## src/rtl/mul_div_unit.sv

```systemverilog
// ---------------------------------------------------------------------------
// mul_div_unit
//
// Iterative multiply/divide unit that sits next to the combinational ALU of
// the MIPS datapath. It executes MULT, MULTU, DIV and DIVU one bit per cycle
// and keeps the results in the HI/LO registers for MFHI/MFLO.
//
// Ports:
//   clk       rising-edge clock
//   rst       synchronous, active-high reset
//   start     launch an operation (sampled only when not busy)
//   opSel     2'b00 MULT, 2'b01 MULTU, 2'b10 DIV, 2'b11 DIVU
//   operand1  multiplicand / dividend (rs)
//   operand2  multiplier / divisor (rt)
//   busy      operation in progress, pipeline must stall
//   done      one-cycle pulse, HI/LO were updated on the previous edge
//   hi        HI register (product upper half / remainder)
//   lo        LO register (product lower half / quotient)
//
// Optional feature, macro MDU_HILO_WRITE_EN:
//   hiWrite, loWrite, wrData   direct HI/LO writes for MTHI/MTLO, applied
//                              at the next edge while the unit is not busy.
// ---------------------------------------------------------------------------
module mul_div_unit #(
    parameter int data_width = 32,
    parameter int sel_width  = 2,
    parameter int iter_count = data_width
) (
    input  logic                  clk,
    input  logic                  rst,
    input  logic                  start,
    input  logic [sel_width-1:0]  opSel,
    input  logic [data_width-1:0] operand1,
    input  logic [data_width-1:0] operand2,
`ifdef MDU_HILO_WRITE_EN
    input  logic                  hiWrite,
    input  logic                  loWrite,
    input  logic [data_width-1:0] wrData,
`endif
    output logic                  busy,
    output logic                  done,
    output logic [data_width-1:0] hi,
    output logic [data_width-1:0] lo
);

    localparam int W  = data_width;
    localparam int CW = $clog2(iter_count + 1);

    localparam logic [1:0] ST_IDLE = 2'd0;
    localparam logic [1:0] ST_CALC = 2'd1;
    localparam logic [1:0] ST_FIX  = 2'd2;
    localparam logic [1:0] ST_DONE = 2'd3;

    logic [1:0]     state_q,   state_d;
    logic [CW-1:0]  cnt_q,     cnt_d;
    logic           is_div_q,  is_div_d;
    logic [W-1:0]   mag1_q,    mag1_d;
    logic [W-1:0]   mag2_q,    mag2_d;
    logic           res_neg_q, res_neg_d;
    logic           rem_neg_q, rem_neg_d;
    logic [2*W-1:0] acc_q,     acc_d;
    logic [W-1:0]   hi_q,      hi_d;
    logic [W-1:0]   lo_q,      lo_d;

    // Operand conditioning at the start edge: signed ops work on magnitudes
    // and remember the signs for the final correction step.
    logic         in_signed;
    logic         in_neg1;
    logic         in_neg2;
    logic [W-1:0] in_mag1;
    logic [W-1:0] in_mag2;

    assign in_signed = ~opSel[0];
    assign in_neg1   = in_signed & operand1[W-1];
    assign in_neg2   = in_signed & operand2[W-1];
    assign in_mag1   = in_neg1 ? (W'(0) - operand1) : operand1;
    assign in_mag2   = in_neg2 ? (W'(0) - operand2) : operand2;

    // Shift-add multiply step. The accumulator holds {partial product,
    // remaining multiplier bits}; the carry of the upper add is shifted in
    // from the top so no bit of the 2W-bit product is lost.
    logic [W:0]     mul_sum;
    logic [2*W-1:0] mul_next;

    assign mul_sum  = {1'b0, acc_q[2*W-1:W]} + (acc_q[0] ? {1'b0, mag1_q} : {(W+1){1'b0}});
    assign mul_next = {mul_sum, acc_q[W-1:1]};

    // Restoring divide step. The accumulator holds {partial remainder,
    // dividend bits becoming quotient bits}. The trial remainder is W+1 bits
    // wide because the shifted remainder can exceed W bits before the
    // subtraction. A zero divisor makes every trial succeed, which yields an
    // all-ones quotient; the final step overrides that case explicitly.
    logic [W:0]     div_top;
    logic           div_ge;
    logic [W-1:0]   div_sub;
    logic [2*W-1:0] div_next;

    assign div_top  = acc_q[2*W-1:W-1];
    assign div_ge   = div_top >= {1'b0, mag2_q};
    assign div_sub  = div_top[W-1:0] - mag2_q;
    assign div_next = div_ge ? {div_sub, acc_q[W-2:0], 1'b1}
                             : {div_top[W-1:0], acc_q[W-2:0], 1'b0};

    // Sign correction of the raw magnitude results. For a divide by zero the
    // remainder reproduces the original dividend (magnitude re-signed) and
    // the quotient is forced to all ones, independent of operand signs.
    logic [2*W-1:0] prod_fixed;
    logic [W-1:0]   quo_fixed;
    logic [W-1:0]   rem_fixed;
    logic [W-1:0]   fix_hi;
    logic [W-1:0]   fix_lo;
    logic           div_by_zero;

    assign prod_fixed  = res_neg_q ? ({(2*W){1'b0}} - acc_q) : acc_q;
    assign quo_fixed   = res_neg_q ? (W'(0) - acc_q[W-1:0]) : acc_q[W-1:0];
    assign rem_fixed   = rem_neg_q ? (W'(0) - acc_q[2*W-1:W]) : acc_q[2*W-1:W];
    assign div_by_zero = (mag2_q == '0);

    always_comb begin
        fix_hi = prod_fixed[2*W-1:W];
        fix_lo = prod_fixed[W-1:0];
        if (is_div_q) begin
            if (div_by_zero) begin
                fix_hi = rem_neg_q ? (W'(0) - mag1_q) : mag1_q;
                fix_lo = '1;
            end else begin
                fix_hi = rem_fixed;
                fix_lo = quo_fixed;
            end
        end
    end

    // Next-state logic. IDLE and DONE both accept a new start, which is what
    // allows back-to-back operations without a dead cycle. The first CALC
    // cycle loads the accumulator from the latched magnitudes; the remaining
    // iter_count CALC cycles each retire one bit. HI/LO change only on the
    // FIX exit edge (or by a direct write while not busy).
    always_comb begin
        state_d   = state_q;
        cnt_d     = cnt_q;
        is_div_d  = is_div_q;
        mag1_d    = mag1_q;
        mag2_d    = mag2_q;
        res_neg_d = res_neg_q;
        rem_neg_d = rem_neg_q;
        acc_d     = acc_q;
        hi_d      = hi_q;
        lo_d      = lo_q;

        case (state_q)
            ST_IDLE, ST_DONE: begin
                state_d = ST_IDLE;
`ifdef MDU_HILO_WRITE_EN
                if (hiWrite) begin
                    hi_d = wrData;
                end
                if (loWrite) begin
                    lo_d = wrData;
                end
`endif
                if (start) begin
                    state_d   = ST_CALC;
                    cnt_d     = '0;
                    is_div_d  = opSel[1];
                    mag1_d    = in_mag1;
                    mag2_d    = in_mag2;
                    res_neg_d = in_neg1 ^ in_neg2;
                    rem_neg_d = in_neg1;
                end
            end

            ST_CALC: begin
                if (cnt_q == '0) begin
                    acc_d = is_div_q ? {{W{1'b0}}, mag1_q} : {{W{1'b0}}, mag2_q};
                end else begin
                    acc_d = is_div_q ? div_next : mul_next;
                end
                if (cnt_q == CW'(iter_count)) begin
                    state_d = ST_FIX;
                end else begin
                    cnt_d = cnt_q + CW'(1);
                end
            end

            ST_FIX: begin
                hi_d    = fix_hi;
                lo_d    = fix_lo;
                state_d = ST_DONE;
            end

            default: begin
                state_d = ST_IDLE;
            end
        endcase
    end

    // State registers; reset aborts any operation without touching HI/LO
    // other than clearing them.
    always_ff @(posedge clk) begin
        if (rst) begin
            state_q   <= ST_IDLE;
            cnt_q     <= '0;
            is_div_q  <= 1'b0;
            mag1_q    <= '0;
            mag2_q    <= '0;
            res_neg_q <= 1'b0;
            rem_neg_q <= 1'b0;
            acc_q     <= '0;
            hi_q      <= '0;
            lo_q      <= '0;
        end else begin
            state_q   <= state_d;
            cnt_q     <= cnt_d;
            is_div_q  <= is_div_d;
            mag1_q    <= mag1_d;
            mag2_q    <= mag2_d;
            res_neg_q <= res_neg_d;
            rem_neg_q <= rem_neg_d;
            acc_q     <= acc_d;
            hi_q      <= hi_d;
            lo_q      <= lo_d;
        end
    end

    assign busy = (state_q == ST_CALC) || (state_q == ST_FIX);
    assign done = (state_q == ST_DONE);
    assign hi   = hi_q;
    assign lo   = lo_q;

endmodule
```

## config.mk

```make
export PLATFORM = sky130hd
export DESIGN_NAME = mul_div_unit
export DESIGN_NICKNAME = d
export VERILOG_FILES = /design/src/rtl/mul_div_unit.sv
export SDC_FILE = /design/constraint.sdc
export NUM_CORES = 1
export LEC_CHECK = 0
export ABC_CLOCK_PERIOD_IN_PS = 4990
export CAP_MARGIN = 15
export CORE_MARGIN = 2
export CORE_UTILIZATION = 45
export DETAILED_ROUTE_END_ITERATION = 10
export PLACE_DENSITY_LB_ADDON = 0.12
export RECOVER_POWER = 50
export SETUP_SLACK_MARGIN = 0.3
export SYNTH_ARGS = -nofsm -noshare
export SYNTH_HDL_FRONTEND = slang
export SYNTH_SLANG_ARGS = --single-unit
```

## constraint.sdc

```tcl
create_clock -name clk -period 4.99 [get_ports clk]
set_input_delay 0.998 -clock clk [delete_from_list [all_inputs] [get_ports clk]]
set_output_delay 0.998 -clock clk [all_outputs]
set_load 0.01 [all_outputs]
```

== Word level (Yosys, flattened, before mapping) ==
Cells that the tools add are included.

* Output and inout bits: 66
* Input port bits: 69
* Register bits: 203
* Word-level logic and storage cells: 60

* Order comparisons: 1
* Add/subtract/negate cells: 9
* Eq/ne operators: 7
* Reductions and logical operators: 8
* Muxes and demuxes: 21
* Bitwise operators: 4

{| class="wikitable"
|+ Operator list
! operator !! count
|-
| $mux W32 || 11
|-
| $mux W64 || 4
|-
| $sub A1 B32 Y32 const A || 5
|-
| $sub A1 B64 Y64 const A || 1
|-
| $add A32 B32 Y33 || 1
|-
| $ge A33 B32 Y1 || 1
|-
| $logic_not A32 Y1 || 1
|-
| $sub A32 B32 Y32 || 1
|-
| $mux W6 || 2
|-
| $pmux W6 S2 || 1
|-
| $add A6 B1 Y6 const B || 1
|-
| $eq A6 B6 Y1 const B || 1
|-
| $logic_not A6 Y1 || 1
|-
| $ne A2 B2 Y1 const B || 3
|-
| $pmux W2 S3 || 1
|-
| $eq A2 B2 Y1 const B || 2
|-
| $reduce_and A3 Y1 || 1
|-
| $and A1 B1 Y1 || 2
|-
| $eq A2 B1 Y1 const B || 1
|-
| $logic_not A2 Y1 || 1
|-
| $mux W2 || 1
|-
| $reduce_and A2 Y1 || 1
|-
| $reduce_bool A2 Y1 || 1
|-
| $reduce_or A2 Y1 || 1
|-
| other kinds (4) || 4
|}

== Depth between registers and ports, before layout ==
* Word-level depth: 4
* Gate-level depth with buffers: 15
* Mapped depth without buffers: 15

== Least setup slack after synthesis ==
OpenSTA, ideal clock, no wires.

* Path kind: input -> register
* Start: input operand1[8]
* End: register mag1_q[29]
* Setup slack: 1565 ps
* Cell stages on the path: 8
* Arrival: 3339 ps
* Path buffers: 0
* Data required time: 4904 ps
* Setup time: 86 ps
* Cell sequence: or4_1 > or3_1 > nor3_2 > nand2_1 > or4_1 > o41ai_1 > xor2_1 > a211oi_1

* Cells in the longest elaborated chain, start to end: 2

{| class="wikitable"
|+ Ends and longest elaborated chain
! element !! RTL line !! text
|-
| start: declaration || 33 || <nowiki>input logic [data_width-1:0] operand1,</nowiki>
|-
| $sub A1 B32 Y32 || 76 || <nowiki>assign in_mag1 = in_neg1 ? (W'(0) - operand1) : operand1;</nowiki>
|-
| $mux W32 || 76 ||
|-
| end signal: assignment || 215 || <nowiki>mag1_q <= mag1_d;</nowiki>
|-
| end: declaration || 57 || <nowiki>logic [W-1:0] mag1_q, mag1_d;</nowiki>
|}

No other way between the ends.
A chain may end at the register's enable or synchronous reset.

== Final worst setup path ==
* Start: register state_q[0]
* End: register cnt_q[5]

* Cells in the longest elaborated chain, start to end: 4
* Elaborated cells between the ends (all ways): 9
* Classes of those cells: eq/ne: 4; mux: 1; reduce/logical: 4

{| class="wikitable"
|+ Ends and longest elaborated chain
! element !! RTL line !! text
|-
| start: declaration || 54 || <nowiki>logic [1:0] state_q, state_d;</nowiki>
|-
| start signal: assignment || 212 || <nowiki>state_q <= state_d;</nowiki>
|-
| $eq A2 B2 Y1 / $logic_not A2 Y1 (equally long branches) || 150 || <nowiki>case (state_q)</nowiki>
|-
| $reduce_or A2 Y1 || 150 ||
|-
| $ne A2 B2 Y1 (no line) / $reduce_bool A2 Y1 (equally long branches) || -- ||
|-
| $reduce_and A3 Y1 (no line) || -- ||
|-
| end signal: assignment || 213 || <nowiki>cnt_q <= cnt_d;</nowiki>
|-
| end: declaration || 55 || <nowiki>logic [CW-1:0] cnt_q, cnt_d;</nowiki>
|}

Parallel ways exist; a longest one is shown, timed or not.

==> results.py <==
metrics = {
    "floorplan": {
        "design.die.area_um2": 38300,
        "core_area_um2": 36400,
        "die_w_um": 196,
        "num_rows": 70,
        "io_pins": 135,
        "start_util_pct": 45.4,
        "dieHeight_um": 196,
    },
    "worst_setup_path": {
        "crit_start": "state_q[0]$_SDFFE_PP0P_",
        "crit_slowest_cell": "clkbuf_1",
        "cp.required_ns": 5.43,
        "crit_path_max_incr_delay_ns": 1.96,
        "rrSetupSlack_ns": 0.79,
        "critPathLaunchType": "flip-flop",
        "crit_type": "reg -> reg",
        "end_kind": "flip-flop",
        "cp_cell_sequence": "ha_1 > clkbuf_1 > a31oi_1 > and4_1 > nand3_1 > xor2_1 > nor2_1",
        "r2r_cells": 7,
        "regToRegEndpoint": "cnt_q[5]$_SDFFE_PP0P_",
        "reg2reg_from": "state_q[0]$_SDFFE_PP0P_",
        "cp.arrival_ns": 4.63,
        "crit_fanout": 39,
    },
    "timing": {
        "finalWorstSetupSlack_ns": 0.791,
        "clock-skew-final_ns": 0.0144,
        "fmax_mhz": 238,
        "slew_headroom_pct": -82.2,
        "final_hold_viol_count": 0,
        "tns_ns": 0,
        "finalCritPeriodShare_pct": 84.1,
        "hold_ws_ns": 0.470,
        "finalSetupViolCount": 0,
        "worst_pin_slew_ns": 2.73,
        "fin_crit_ns": 4.20,
        "rsz0062_at_grt": "false",
        "maxSlewViolCount": 143,
    },
    "power_and_ir_drop": {
        "p_leak_uw": 0.00739,
        "power_density_nw_per_um2": 460,
        "ir_drop_v": 0.000277,
    },
    "drt": {
        "drt_iter0_markers": 1634,
        "routed_wl_um": 61200,
        "top_layer": "met5",
        "drt-met1-wl_um": 28500,
        "wl_met2_um": 26400,
        "ant_nets": 0,
        "num_vias": 16900,
        "viasPerCell": 6.32,
        "route.detailed.drc": 0,
        "drt_pass1_iterations": 6,
        "routedWlPerCell_um": 22.9,
        "dr_wl_met3_um": 4240,
    },
    "cells_and_area": {
        "multi_input_area_um2": 11700,
        "seq_area_um2": 4070,
        "fillers": 3541,
        "drive_gt1_share_pct": 6.98,
        "final_nets": 2332,
        "fin_cells": 2675,
        "syn_to_final_growth_pct": 15.1,
        "fin_area_um2": 19100,
    },
    "worst_hold_path": {
        "hold_depth": 2,
        "hold_start": "hi[13]$_SDFFE_PP0P_",
        "min_path_type": "reg -> reg",
        "min_to": "hi[13]$_SDFFE_PP0P_",
    },
    "global_route": {
        "grt_use_total_pct": 31.4,
        "grt_pass1_vias": 15400,
        "grt_max_degree": 103,
        "grt_pass1_wl_um": 93800,
        "grt_overflow": 0,
        "antenna_found_initial": 2,
    },
    "logic_synthesis": {
        "syn-instance-count": 2141,
        "synth_edf_count": 0,
        "synth.avg_cell_area_um2": 7.73,
        "synth_area_um2": 16600,
        "ys_types": 81,
        "synth_fp_nets": 2286,
        "synth.yosys.seq_area_share_pct": 24.5,
        "synth_ff_type": "dfxtp_1",
        "synth_area_leaders": "dfxtp_1, nor2_1, ha_1",
        "ys_ff_latch": 203,
        "yosys.area.top_type": "dfxtp_1",
        "async_flop_share_pct": 0,
        "ys_warn_count": 0,
        "yosys.area.top_type_share_pct": 24.5,
    },
    "placed_design": {
        "dp.cells": 2627,
        "placed_area_um2": 18300,
        "pre_cts_ws_ns": 0.834,
        "port_buffers": 134,
        "finalWeightedCongestion": 0.997,
        "hpwl_um": 46700,
    },
    "clock_network": {
        "tritoncts": "done",
        "clkTransAtPathRegs_ns": 0.06,
        "root_buffer": "clkbuf_16",
        "h-tree-depth": 1,
        "cts-resized-gates": 0,
        "clkLatencyLatePin_ns": 0.57,
        "post-cts-setup-buffers": 0,
        "cts_buffers": 25,
        "cts_sinks": 203,
        "holdBufCountCts": 0,
        "clockBufferDepth": 3,
    },
    "flow_run": {
        "maxCapViolCount": 2,
    },
    "outcome": {
        "status": "finished, violations left",
        "violations": "max-capacitance violations, max-slew violations",
    },
}
cell families (layout without fill, tap and decap cells):
group	after synthesis	in the layout	synth area share (%)
simple gates	751	751	22.0
compound gates	606	606	24.1
buf+inv	226	290	5.26
flops	203	203	24.5
xor+xnor	179	179	9.47
mux	100	100	8.78
fa+ha+maj	76	76	5.83
other cells	0	2	0
final cells by class:
class | count | area share (%)
Clock buffer | 37 | 3.78
Antenna cell | 2 | 0.0263
Tap cell | 468 | 3.07
Multi-Input combinational cell | 1712 | 61.2
Timing Repair Buffer | 177 | 8.78
Sequential cell | 203 | 21.3
Inverter | 68 | 1.34
Clock inverter | 8 | 0.446
metrics by stage:
step / utilization [%] / total power (uW)
6_report: 52.3 / 8760
5_1_grt: 52.3 / 9230
4_1_cts: 52.3 / 8750
3_5_place_dp: 50.1 / 6930
3_3_place_gp: 50.1 / 6890
2_1_floorplan: - / 5160
worst max-delay path by stage:
stage	cells past startpoint	slack (ns)	to
finish	7	0.79	cnt_q[5]$_SDFFE_PP0P_
global route	8	0.54	cnt_q[5]$_SDFFE_PP0P_
CTS	12	0.94	acc_q[43]$_SDFFE_PP0P_
detailed placement	9	0.83	mag1_q[29]$_SDFFE_PP0P_
global placement	9	0.85	mag1_q[29]$_SDFFE_PP0P_
floorplan	8	1.57	mag1_q[29]$_SDFFE_PP0P_
synth_stat cells, drive strengths merged, types with 11 or more instances:
library cell and n:
o311ai 13, and2 40, nand2 174, a211oi 91, or3 37, nor4 24, mux4 36, o21ai 161
inv 68, nand2b 25, a21o 20, or4 21, or2 13, nor2 251, ha 74, nor2b 15
nand3 49, nand4 13, buf 25, o41ai 17, xor2 101, a21oi 124, nor3 45, xnor2 78
a311oi 16, and3 13, a22oi 11, clkbuf 133, dfxtp 203, o31ai 31, mux2i 62, a31oi 16
o211ai 23
registers in the layout (all words and copies together) (netlist names):
name       count
acc_q         64
cnt_q          6
hi            32
is_div_q       1
lo            32
mag1_q        32
mag2_q        32
rem_neg_q      1
res_neg_q      1
state_q        2
placed cells by master (no fill, tap or decap), types with 43 or more instances in the layout:
| cell | synthesis | final |
|---|---|---|
| nand2_1 | 174 | 174 |
| mux2i_1 | 62 | 62 |
| nand3_1 | 49 | 49 |
| xnor2_1 | 78 | 78 |
| dfxtp_1 | 203 | 200 |
| xor2_1 | 101 | 101 |
| clkdlybuf4s50_1 | 0 | 68 |
| a211oi_1 | 91 | 91 |
| ha_1 | 74 | 73 |
| a21oi_1 | 124 | 124 |
| o21ai_0 | 157 | 157 |
| nor2_1 | 251 | 250 |
| dlygate4sd3_1 | 0 | 65 |
| nor3_1 | 43 | 43 |
| inv_1 | 68 | 67 |
where the power goes:
group          internal (uW)  switching, uW  total (uW)
clock network           1050            764        1820
logic                   1680           2690        4370
registers               1980            587        2570
total                   4710           4040        8760
worst max-delay path, delay by kind of cell (launching register included):
family | cells | cell delay [ns]
xor gates and xnor gates | 1 | 0.17
AOI/OAI and AO/OA | 1 | 0.61
buffers and inverters | 1 | 1.96
adders and majority gates | 1 | 0.27
and+or+nand+nor | 3 | 0.68
DFF | 1 | 0.39
metal layers:
metal	vias to the layer above	track usage [%]
li1	7956	-
met1	8142	45.4
met2	671	48.5
met3	122	3.89
met4	4	10.3
met5	-	0
(Power assumes the default switching activity.)
